File: src/rtl/imem_load_pkg.sv
// Shared definitions for the instruction-memory load controller.
//   state_t    : controller state (HALT, LOAD, FILL, RUN)
//   N_DEF      : default instruction width
//   AW_DEF     : default RAM word-address width
//   DEPTH_DEF  : default RAM depth in words (2**AW_DEF)
//   PAD_INSTR  : fill word, CBZ X31,#0 -- a core fetching it spins in place
package imem_load_pkg;

    localparam int N_DEF     = 32;
    localparam int AW_DEF    = 6;
    localparam int DEPTH_DEF = 64;

    localparam logic [31:0] PAD_INSTR = 32'hb400001f;

    typedef enum logic [1:0] {
        HALT = 2'd0,
        LOAD = 2'd1,
        FILL = 2'd2,
        RUN  = 2'd3
    } state_t;

endpackage

File: src/rtl/imem_load_ctrl.sv
// Instruction-memory load controller.
// Arbitrates a single-port, async-read instruction RAM between a program
// loader (valid/ready word stream) and the core's fetch port. While a program
// is streamed in, the core is stalled. Unused words are then padded with the
// halt instruction, and the core is released.
//
// Ports
//   clk          : clock, all state on rising edge
//   reset        : asynchronous, active-low reset
//   ld_start     : 1-cycle pulse, begin a new load (any state)
//   ld_valid     : loader word valid
//   ld_data      : loader word
//   ld_last      : final word of the program (qualified by ld_valid)
//   ld_ready     : controller accepts a word this cycle
//   fetch_addr   : core fetch word address
//   fetch_q      : instruction delivered to the core
//   core_stall   : core must hold PC and all state
//   mem_we       : RAM write enable
//   mem_addr     : RAM address (write in LOAD/FILL, fetch in RUN)
//   mem_wdata    : RAM write data
//   mem_rdata    : RAM async read data
//   words_loaded : words accepted by the last/current load (0..DEPTH)
//   load_done    : 1-cycle pulse on the first cycle in RUN
//   err_trunc    : sticky, DEPTH words accepted without ld_last
module imem_load_ctrl #(
    parameter int          N         = imem_load_pkg::N_DEF,
    parameter int          AW        = imem_load_pkg::AW_DEF,
    parameter int          DEPTH     = imem_load_pkg::DEPTH_DEF,
    parameter logic [N-1:0] PAD_INSTR = imem_load_pkg::PAD_INSTR
) (
    input  logic          clk,
    input  logic          reset,
    input  logic          ld_start,
    input  logic          ld_valid,
    input  logic [N-1:0]  ld_data,
    input  logic          ld_last,
    output logic          ld_ready,
    input  logic [AW-1:0] fetch_addr,
    output logic [N-1:0]  fetch_q,
    output logic          core_stall,
    output logic          mem_we,
    output logic [AW-1:0] mem_addr,
    output logic [N-1:0]  mem_wdata,
    input  logic [N-1:0]  mem_rdata,
    output logic [AW:0]   words_loaded,
    output logic          load_done,
    output logic          err_trunc
);
    import imem_load_pkg::*;

    localparam logic [AW-1:0] LAST_ADDR = AW'(DEPTH - 1);

    state_t        state_reg, state_next;
    logic [AW-1:0] wptr_reg, wptr_next;
    logic [AW:0]   words_reg, words_next;
    logic          err_reg, err_next;
    logic          done_reg, done_next;
    logic          ready_int;
    logic          accept;

    always_ff @(posedge clk or negedge reset) begin
        if (!reset) begin
            state_reg <= HALT;
            wptr_reg  <= '0;
            words_reg <= '0;
            err_reg   <= 1'b0;
            done_reg  <= 1'b0;
        end else begin
            state_reg <= state_next;
            wptr_reg  <= wptr_next;
            words_reg <= words_next;
            err_reg   <= err_next;
            done_reg  <= done_next;
        end
    end

    always_comb begin
        state_next = state_reg;
        wptr_next  = wptr_reg;
        words_next = words_reg;
        err_next   = err_reg;
        ready_int  = 1'b0;
        accept     = 1'b0;
        core_stall = 1'b1;
        mem_we     = 1'b0;
        mem_addr   = '0;
        mem_wdata  = '0;
        fetch_q    = PAD_INSTR;

        case (state_reg)
            HALT: begin
            end
            LOAD: begin
                // A restart takes priority: the word offered alongside it is refused.
                ready_int = !ld_start;
                accept    = ld_valid && ready_int;
                mem_we    = accept;
                mem_addr  = wptr_reg;
                mem_wdata = ld_data;
                if (accept) begin
                    words_next = words_reg + 1'b1;
                    if (wptr_reg == LAST_ADDR) begin
                        // RAM full: nothing left to pad; flag a missing ld_last.
                        state_next = RUN;
                        if (!ld_last) begin
                            err_next = 1'b1;
                        end
                    end else begin
                        wptr_next = wptr_reg + 1'b1;
                        if (ld_last) begin
                            state_next = FILL;
                        end
                    end
                end
            end
            FILL: begin
                mem_we    = 1'b1;
                mem_addr  = wptr_reg;
                mem_wdata = PAD_INSTR;
                // Pointer saturates at the top word rather than wrapping.
                if (wptr_reg == LAST_ADDR) begin
                    state_next = RUN;
                end else begin
                    wptr_next = wptr_reg + 1'b1;
                end
            end
            RUN: begin
                core_stall = 1'b0;
                mem_addr   = fetch_addr;
                fetch_q    = mem_rdata;
            end
            default: begin
                state_next = HALT;
            end
        endcase

        if (ld_start) begin
            state_next = LOAD;
            wptr_next  = '0;
            words_next = '0;
            err_next   = 1'b0;
        end

        // Registered so the pulse coincides with the first cycle in RUN.
        done_next = (state_next == RUN) && (state_reg != RUN);
    end

    assign ld_ready     = ready_int;
    assign words_loaded = words_reg;
    assign err_trunc    = err_reg;
    assign load_done    = done_reg;

endmodule

File: config.mk
export PLATFORM = sky130hd
export DESIGN_NAME = imem_load_ctrl
export DESIGN_NICKNAME = d
export VERILOG_FILES = /design/src/rtl/imem_load_pkg.sv /design/src/rtl/imem_load_ctrl.sv
export SDC_FILE = /design/constraint.sdc
export NUM_CORES = 1
export LEC_CHECK = 0
export ABC_AREA = 1
export BUFFER_PORTS_ARGS = -buffer_cell sky130_fd_sc_hd__buf_2
export CAP_MARGIN = 20
export CORE_MARGIN = 2
export CORE_UTILIZATION = 40
export DETAILED_ROUTE_END_ITERATION = 7
export MAX_ROUTING_LAYER = met4
export PLACE_DENSITY = 0.95
export SYNTH_ARGS = -nofsm -noshare
export SYNTH_HDL_FRONTEND = slang
export SYNTH_SLANG_ARGS = --single-unit
File: constraint.sdc
create_clock -name clk -period 4.3 [get_ports clk]
set_input_delay 0.86 -clock clk [delete_from_list [all_inputs] [get_ports clk]]
set_output_delay 0.86 -clock clk [all_outputs]
set_load 0.01 [all_outputs]
==> out/qor.csv, run 1 <==
stage,metric,value,unit
power_and_ir_drop,total_power,1.17,mW
global_routing,overflow,0,
floorplan,rows,23,
sta,period_minus_slack,2.69,ns
sta,rsz0062_at_grt,no,
floorplan,num_io_pins,157,
layout,final_nets,515,
cts,cts_root_buf,clkbuf_8,
route,routed_wl,5310,um
worst_setup_path,worstPathMaxFanout,13,
sta,final_hold_viol_count,0,
sta,worst_slack,1.61,ns
layout,drive_gt1_frac,0.417,
floorplan,die_area,4730,sq um
power_and_ir_drop,p_per_area,465,nW/um^2
cts,cts_buffers,3,
global_routing,grt_pass1_vias,1900,
route,drc_errors,0,
synth,syn_area,1680,sq um
layout,fin_area,2530,sq um
sta,maxSlewHeadroom,0.631,
worst_setup_path,cp_slowest_cell,ha_1,
cts,h-tree-depth,1,
cts,cts_tree,built,
worst_setup_path,reg2reg_to,words_loaded[0]$_DFFE_PN0P_,
worst_setup_path,worst_path_largest_cell_delay,0.45,ns
sta,final.period_utilization,0.626,
global_routing,gr-usage-all-layers,0.220,
synth,synth.most_common_cell,nand2_1,
placement,place_congestion,0.866,
synth,async_flop_share,1.00,
synth,synth_edf_count,0,
worst_setup_path,crit_type,reg2out,
layout,areaGrowthSynthToFinish,50.7,%
layout,n_antenna_cell,0,
cts,clock_path_buffers,2,
placement,place_area,2480,sq um
worst_setup_path,critPathLaunch,state_reg[0]$_DFF_PN0_,
synth,synth_area_per_cell,5.95,sq um
floorplan,die_y,68.7,um
cts,holdBufCountCts,0,
worst_setup_path,rr_worst_depth,6,
synth,yosysWarnings,0,
route,antenna_left,0,
hold_path,holdPathEnd,err_trunc$_DFFE_PN0P_,
synth,yosysSeqAreaShare,0.254,
worst_setup_path,cp.required,3.44,ns
sta,worstMarginPinSlew,0.550,ns
power_and_ir_drop,power.internal,0.564,mW
synth,synthFlopType,dfrtp_1,
worst_setup_path,critPathLaunchType,register,
worst_setup_path,path_cells,"inv_1, ha_1, inv_1, a21oi_1, buf_2",
worst_setup_path,rr_startpoint,state_reg[1]$_DFF_PN0_,
worst_setup_path,cp_top_family,buffers and inverters,
layout,largest_register_ff_count,7,
worst_setup_path,r2r_slack,2.33,ns
synth,synth-seq-cells,17,
placement,dpl.hpwl,4250,um
worst_setup_path,critPathBufInv,3,
sta,tns,0,ns
synth,yosysUniqueCellTypes,28,
hold_path,hold_depth,2,
synth,synthTopCellsByCount,"100 x nand2_1, 67 x inv_1, 19 x a21oi_1",
cts,post_cts_resized,0,
route,drt_iter0_drc,174,
power_and_ir_drop,ir_worst_vdd,0.237,mV
worst_setup_path,path_common_cell,inv_1,
synth,ys_top_cells_by_area,"dfrtp_1 25%, nand2_1 22%, inv_1 15%",
layout,final_cell_count_no_fill,482,
floorplan,start_util,0.416,
hold_path,hp-start,err_trunc$_DFFE_PN0P_,
cts,clk_latency,0.26,ns
synth,synth_fp_nets,364,
cts,cts_setup_buffers,0,
placement,dp.cells,478,
cts,clk_pin_slew,0.07,ns
power_and_ir_drop,p_clk_frac,0.102,
sta,max_freq,371,MHz
placement,pre_cts_ws,1.79,ns
hold_path,hold_path_class,reg2reg,
placement,io_buffers,156,
cts,clkSinkCount,17,
sta,worst_hold_slack,0.481,ns
sta,finalSetupViolCount,0,
power_and_ir_drop,p_sw,0.611,mW
route,num_vias,2196,
worst_setup_path,cp.arrival,1.83,ns
global_routing,antenna_found_initial,0,
power_and_ir_drop,leakagePower,1.83,nW
floorplan,placeableCoreArea,4030,sq um
global_routing,grt_max_degree,38,
route,wire_per_inst,11.0,um
power_and_ir_drop,netSwitchingFraction,0.520,
power_and_ir_drop,pwr-share-comb,0.713,
global_routing,grt_first_pass_wirelength,7780,um
sta,skew,0.00421,ns
run_status,status,completed,
sta,drv_slew,0,
route,first_pass_iters,4,
power_and_ir_drop,pwr-share-seq,0.184,
route,via_per_inst,4.56,
run,maxCapViolations,0,
worst_setup_path,end_kind,output pin,
synth,yosysTopAreaCellShare,0.254,
synth,yosys.area.top_type,dfrtp_1,
floorplan,die_x,68.7,um
synth,synthCells,282,
layout,utilization,0.627,
[logic make-up (layout without fill, tap and decap cells)]
group / after synthesis / count (layout) / synth area share
simple gates: 142 / 142 / 0.382
xor+xnor: 4 / 4 / 0.0209
mux: 1 / 1 / 0.00597
flops: 17 / 17 / 0.254
buf+inv: 81 / 231 / 0.188
compound gates: 30 / 30 / 0.0970
fa+ha+maj: 7 / 7 / 0.0522
[worst min-delay path: cells and delay by family, from the launching register on]
| family | cells | cell delay [ns] |
|---|---|---|
| flip-flops | 1 | 0.35 |
| AND/OR/NAND/NOR | 2 | 0.10 |
[worst max path at each step]
stage	endpoint	slack, ns	cells after the start
4_1_cts	mem_wdata[29]	1.62	5
5_1_grt	mem_wdata[29]	1.46	5
6_report	mem_wdata[29]	1.61	5
3_3_place_gp	mem_we	1.81	5
3_5_place_dp	mem_we	1.79	5
2_1_floorplan	mem_wdata[0]	1.99	6
[power groups by stage]
stage | Sequential (mW) | Clock (mW) | Combinational (mW)
6_report | 0.217 | 0.120 | 0.838
5_1_grt | 0.220 | 0.126 | 0.945
4_1_cts | 0.215 | 0.123 | 0.845
3_5_place_dp | 0.218 | 0 | 0.839
3_3_place_gp | 0.216 | 0 | 0.817
2_1_floorplan | 0.218 | 0 | 0.524
[final cells by class]
class | instances | area [sq um]
fill | 370 | 1500
multi-input combinational | 184 | 936
timing repair buffer | 158 | 796
sequential | 17 | 425
inverter | 69 | 262
tap | 50 | 62.6
clock buffer | 3 | 41.3
clock inverter | 1 | 5.00
[per-layer routing]
layer	wire length, um	part of all wire	vias up	GRT usage
met5	0	0	-	-
met1	2130	0.40	980	0.255
met4	64	0.012	0	0.0956
met3	259	0.049	6	0.00649
li1	-	-	1133	-
met2	2850	0.54	77	0.397
[cells in the final DEF, fill, tap and decap left out, drive strengths merged]
cell type and count:
inv 69, nor2 13, buf 158, xnor2 2, o22ai 5, nand3 16
dfrtp 17, ha 7, o21ai 5, nand2 101, clkinv 1, xor2 2
nand3b 1, nand4 1, o21bai 1, mux2i 1, a21oi 19, nor3 1
or2 9, clkbuf 3
No activity file was read; power rests on OpenSTA's default activity.
==> run 2: changes to the inputs <==
Settings changed: ABC_AREA 1 to 0, CORE_UTILIZATION 40 to 36, PLACE_DENSITY 0.95 to 0.92.
Clock period 4.3 ns to 2.5 ns, I/O delays scaled along.
==> out/qor.csv, run 2 <==
stage,metric,value,unit
placement,pre_cts_ws,0.351,ns
synth,synth_edf_count,0,
layout,final_common_cell,buf_2,
sta,final.period_utilization,0.912,
route,via_per_inst,4.65,
global_routing,grt_pass1_vias,1689,
global_routing,gr-usage-all-layers,0.185,
synth,yosysTopAreaCellShare,0.278,
placement,place_congestion,0.858,
layout,drive_gt1_frac,0.487,
floorplan,rows,23,
worst_setup_path,rr_startpoint,state_reg[0]$_DFF_PN0_,
floorplan,start_util,0.377,
route,first_pass_iters,4,
synth,synth_fp_nets,280,
worst_setup_path,rr_worst_depth,6,
run_status,status,completed,
power_and_ir_drop,ir_worst_vdd,0.451,mV
layout,areaGrowthSynthToFinish,55.9,%
cts,clock_path_buffers,2,
placement,dpl.hpwl,3620,um
cts,post_cts_resized,0,
worst_setup_path,critPathLaunchType,register,
sta,rsz0062_at_grt,no,
synth,synth_area_per_cell,7.73,sq um
hold_path,hold_path_class,in2async,
cts,cts_root_buf,clkbuf_8,
sta,drv_slew,0,
worst_setup_path,crit_type,reg2out,
sta,worst_hold_slack,0.147,ns
worst_setup_path,cp.arrival,1.78,ns
cts,holdBufCountCts,0,
synth,synthFlopType,dfrtp_1,
route,drt_iter0_drc,57,
worst_setup_path,cp.required,2.00,ns
worst_setup_path,worstPathMaxFanout,37,
run,maxCapViolations,0,
route,antenna_left,0,
cts,clk_latency,0.26,ns
layout,final_nets,430,
sta,worst_slack,0.219,ns
worst_setup_path,end_kind,output pin,
layout,final_cell_mix,"156 x buf_2, 47 x and2_1, 20 x nor2_1",
route,wire_per_inst,11.2,um
synth,syn_area,1530,sq um
power_and_ir_drop,p_per_area,661,nW/um^2
floorplan,placeableCoreArea,4060,sq um
synth,ys_top_cells_by_area,"dfrtp_1 28%, and2_1 19%, ha_1 5.7%",
global_routing,grt_max_degree,41,
cts,cts_setup_buffers,0,
route,num_vias,1848,
layout,n_antenna_cell,0,
cts,cts_buffers,3,
sta,finalSetupViolCount,0,
floorplan,die_x,69.2,um
cts,clk_pin_slew,0.07,ns
synth,yosysSeqAreaShare,0.278,
synth,synthCells,198,
sta,max_freq,438,MHz
route,routed_wl,4460,um
sta,skew,0.00507,ns
sta,period_minus_slack,2.28,ns
cts,clkSinkCount,17,
sta,maxSlewHeadroom,0.720,
sta,final_hold_viol_count,0,
synth,async_flop_share,1.00,
synth,yosysUniqueCellTypes,32,
worst_setup_path,reg2reg_to,wptr_reg[5]$_DFFE_PN0P_,
global_routing,antenna_found_initial,0,
synth,synth.most_common_cell,and2_1,
global_routing,overflow,0,
synth,yosysWarnings,0,
placement,place_area,2340,sq um
cts,h-tree-depth,1,
floorplan,num_io_pins,157,
power_and_ir_drop,leakagePower,1.39,nW
synth,synthTopCellsByCount,"47 x and2_1, 20 x nor2_1, 17 x dfrtp_1",
worst_setup_path,r2r_slack,0.58,ns
sta,tns,0,ns
layout,largest_register_ff_count,7,
placement,io_buffers,156,
sta,worstMarginPinSlew,0.408,ns
synth,synth-seq-cells,17,
layout,fin_area,2390,sq um
floorplan,die_y,69.2,um
cts,cts_tree,built,
route,drc_errors,0,
floorplan,die_area,4790,sq um
synth,yosys.area.top_type,dfrtp_1,
global_routing,grt_first_pass_wirelength,7310,um
run 2: cell types whose count changed after synthesis, sizes merged, moves of 7 or more:
cell,previous run,this run
nand2,101,11
inv,69,4
and2,0,47
nand3,16,4
nor2b,0,12
nand2b,0,10
or2,9,1
nor2,13,20
run 2: metal layers:
metal / vias to the layer above / track usage / share of wire
li1: 942 / - / -
met1: 802 / 0.195 / 0.41
met2: 95 / 0.332 / 0.49
met3: 9 / 0.0407 / 0.087
met4: 0 / 0.0763 / 0.020
met5: - / - / 0
run 2: stage by stage:
stage	instances	total power, mW	util
final	397	1.58	0.588
after global routing	397	1.71	0.588
after CTS	397	1.59	0.588
after detailed placement	393	1.38	0.576
after global placement	393	1.35	0.576
after floorplan	198	0.994	-
run 2: worst max-delay path, stage by stage (launching register included):
cell     delay, ns
dfrtp_1       0.44
inv_1         0.13
ha_1          0.23
buf_4         0.30
a21oi_1       0.10
nor2b_1       0.15
buf_2         0.15
run 2: report_power, final:
| group | switching, mW | internal (mW) | leakage, nW |
|---|---|---|---|
| registers | 0.0370 | 0.306 | 0.231 |
| logic | 0.558 | 0.467 | 1.13 |
| clock network | 0.0992 | 0.111 | 0.0255 |
| total | 0.694 | 0.883 | 1.39 |
run 2: final cells by class:
type / count / area, sq um
Tap cell: 50 / 62.6
Multi-Input combinational cell: 163 / 1030
Sequential cell: 17 / 425
Clock buffer: 3 / 41.3
Inverter: 4 / 15.0
Fill cell: 385 / 1670
Timing Repair Buffer: 159 / 803
Clock inverter: 1 / 5.00
run 2: logic make-up (layout without fill, tap and decap cells):
kind of cell               after synthesis  in the layout  share of synthesized area
and+or+nand+nor                        112            112                      0.414
AOI/OAI and AO/OA                       34             34                      0.144
buffers and inverters                   18            167                     0.0482
DFF                                     17             17                      0.278
xor gates and xnor gates                 8              8                     0.0458
adders and majority gates                7              7                     0.0572
muxes                                    2              2                     0.0131
run 2: worst max-delay path by stage:
stage	from	end	slack, ns	cells after the start
after global placement	state_reg[1]$_DFF_PN0_	mem_we	0.48	5
after global routing	state_reg[1]$_DFF_PN0_	mem_wdata[29]	0.05	6
after detailed placement	state_reg[1]$_DFF_PN0_	mem_we	0.35	5
after floorplan	state_reg[1]$_DFF_PN0_	mem_addr[0]	0.60	6
after CTS	state_reg[1]$_DFF_PN0_	mem_we	0.07	5
final	state_reg[1]$_DFF_PN0_	mem_wdata[2]	0.22	6
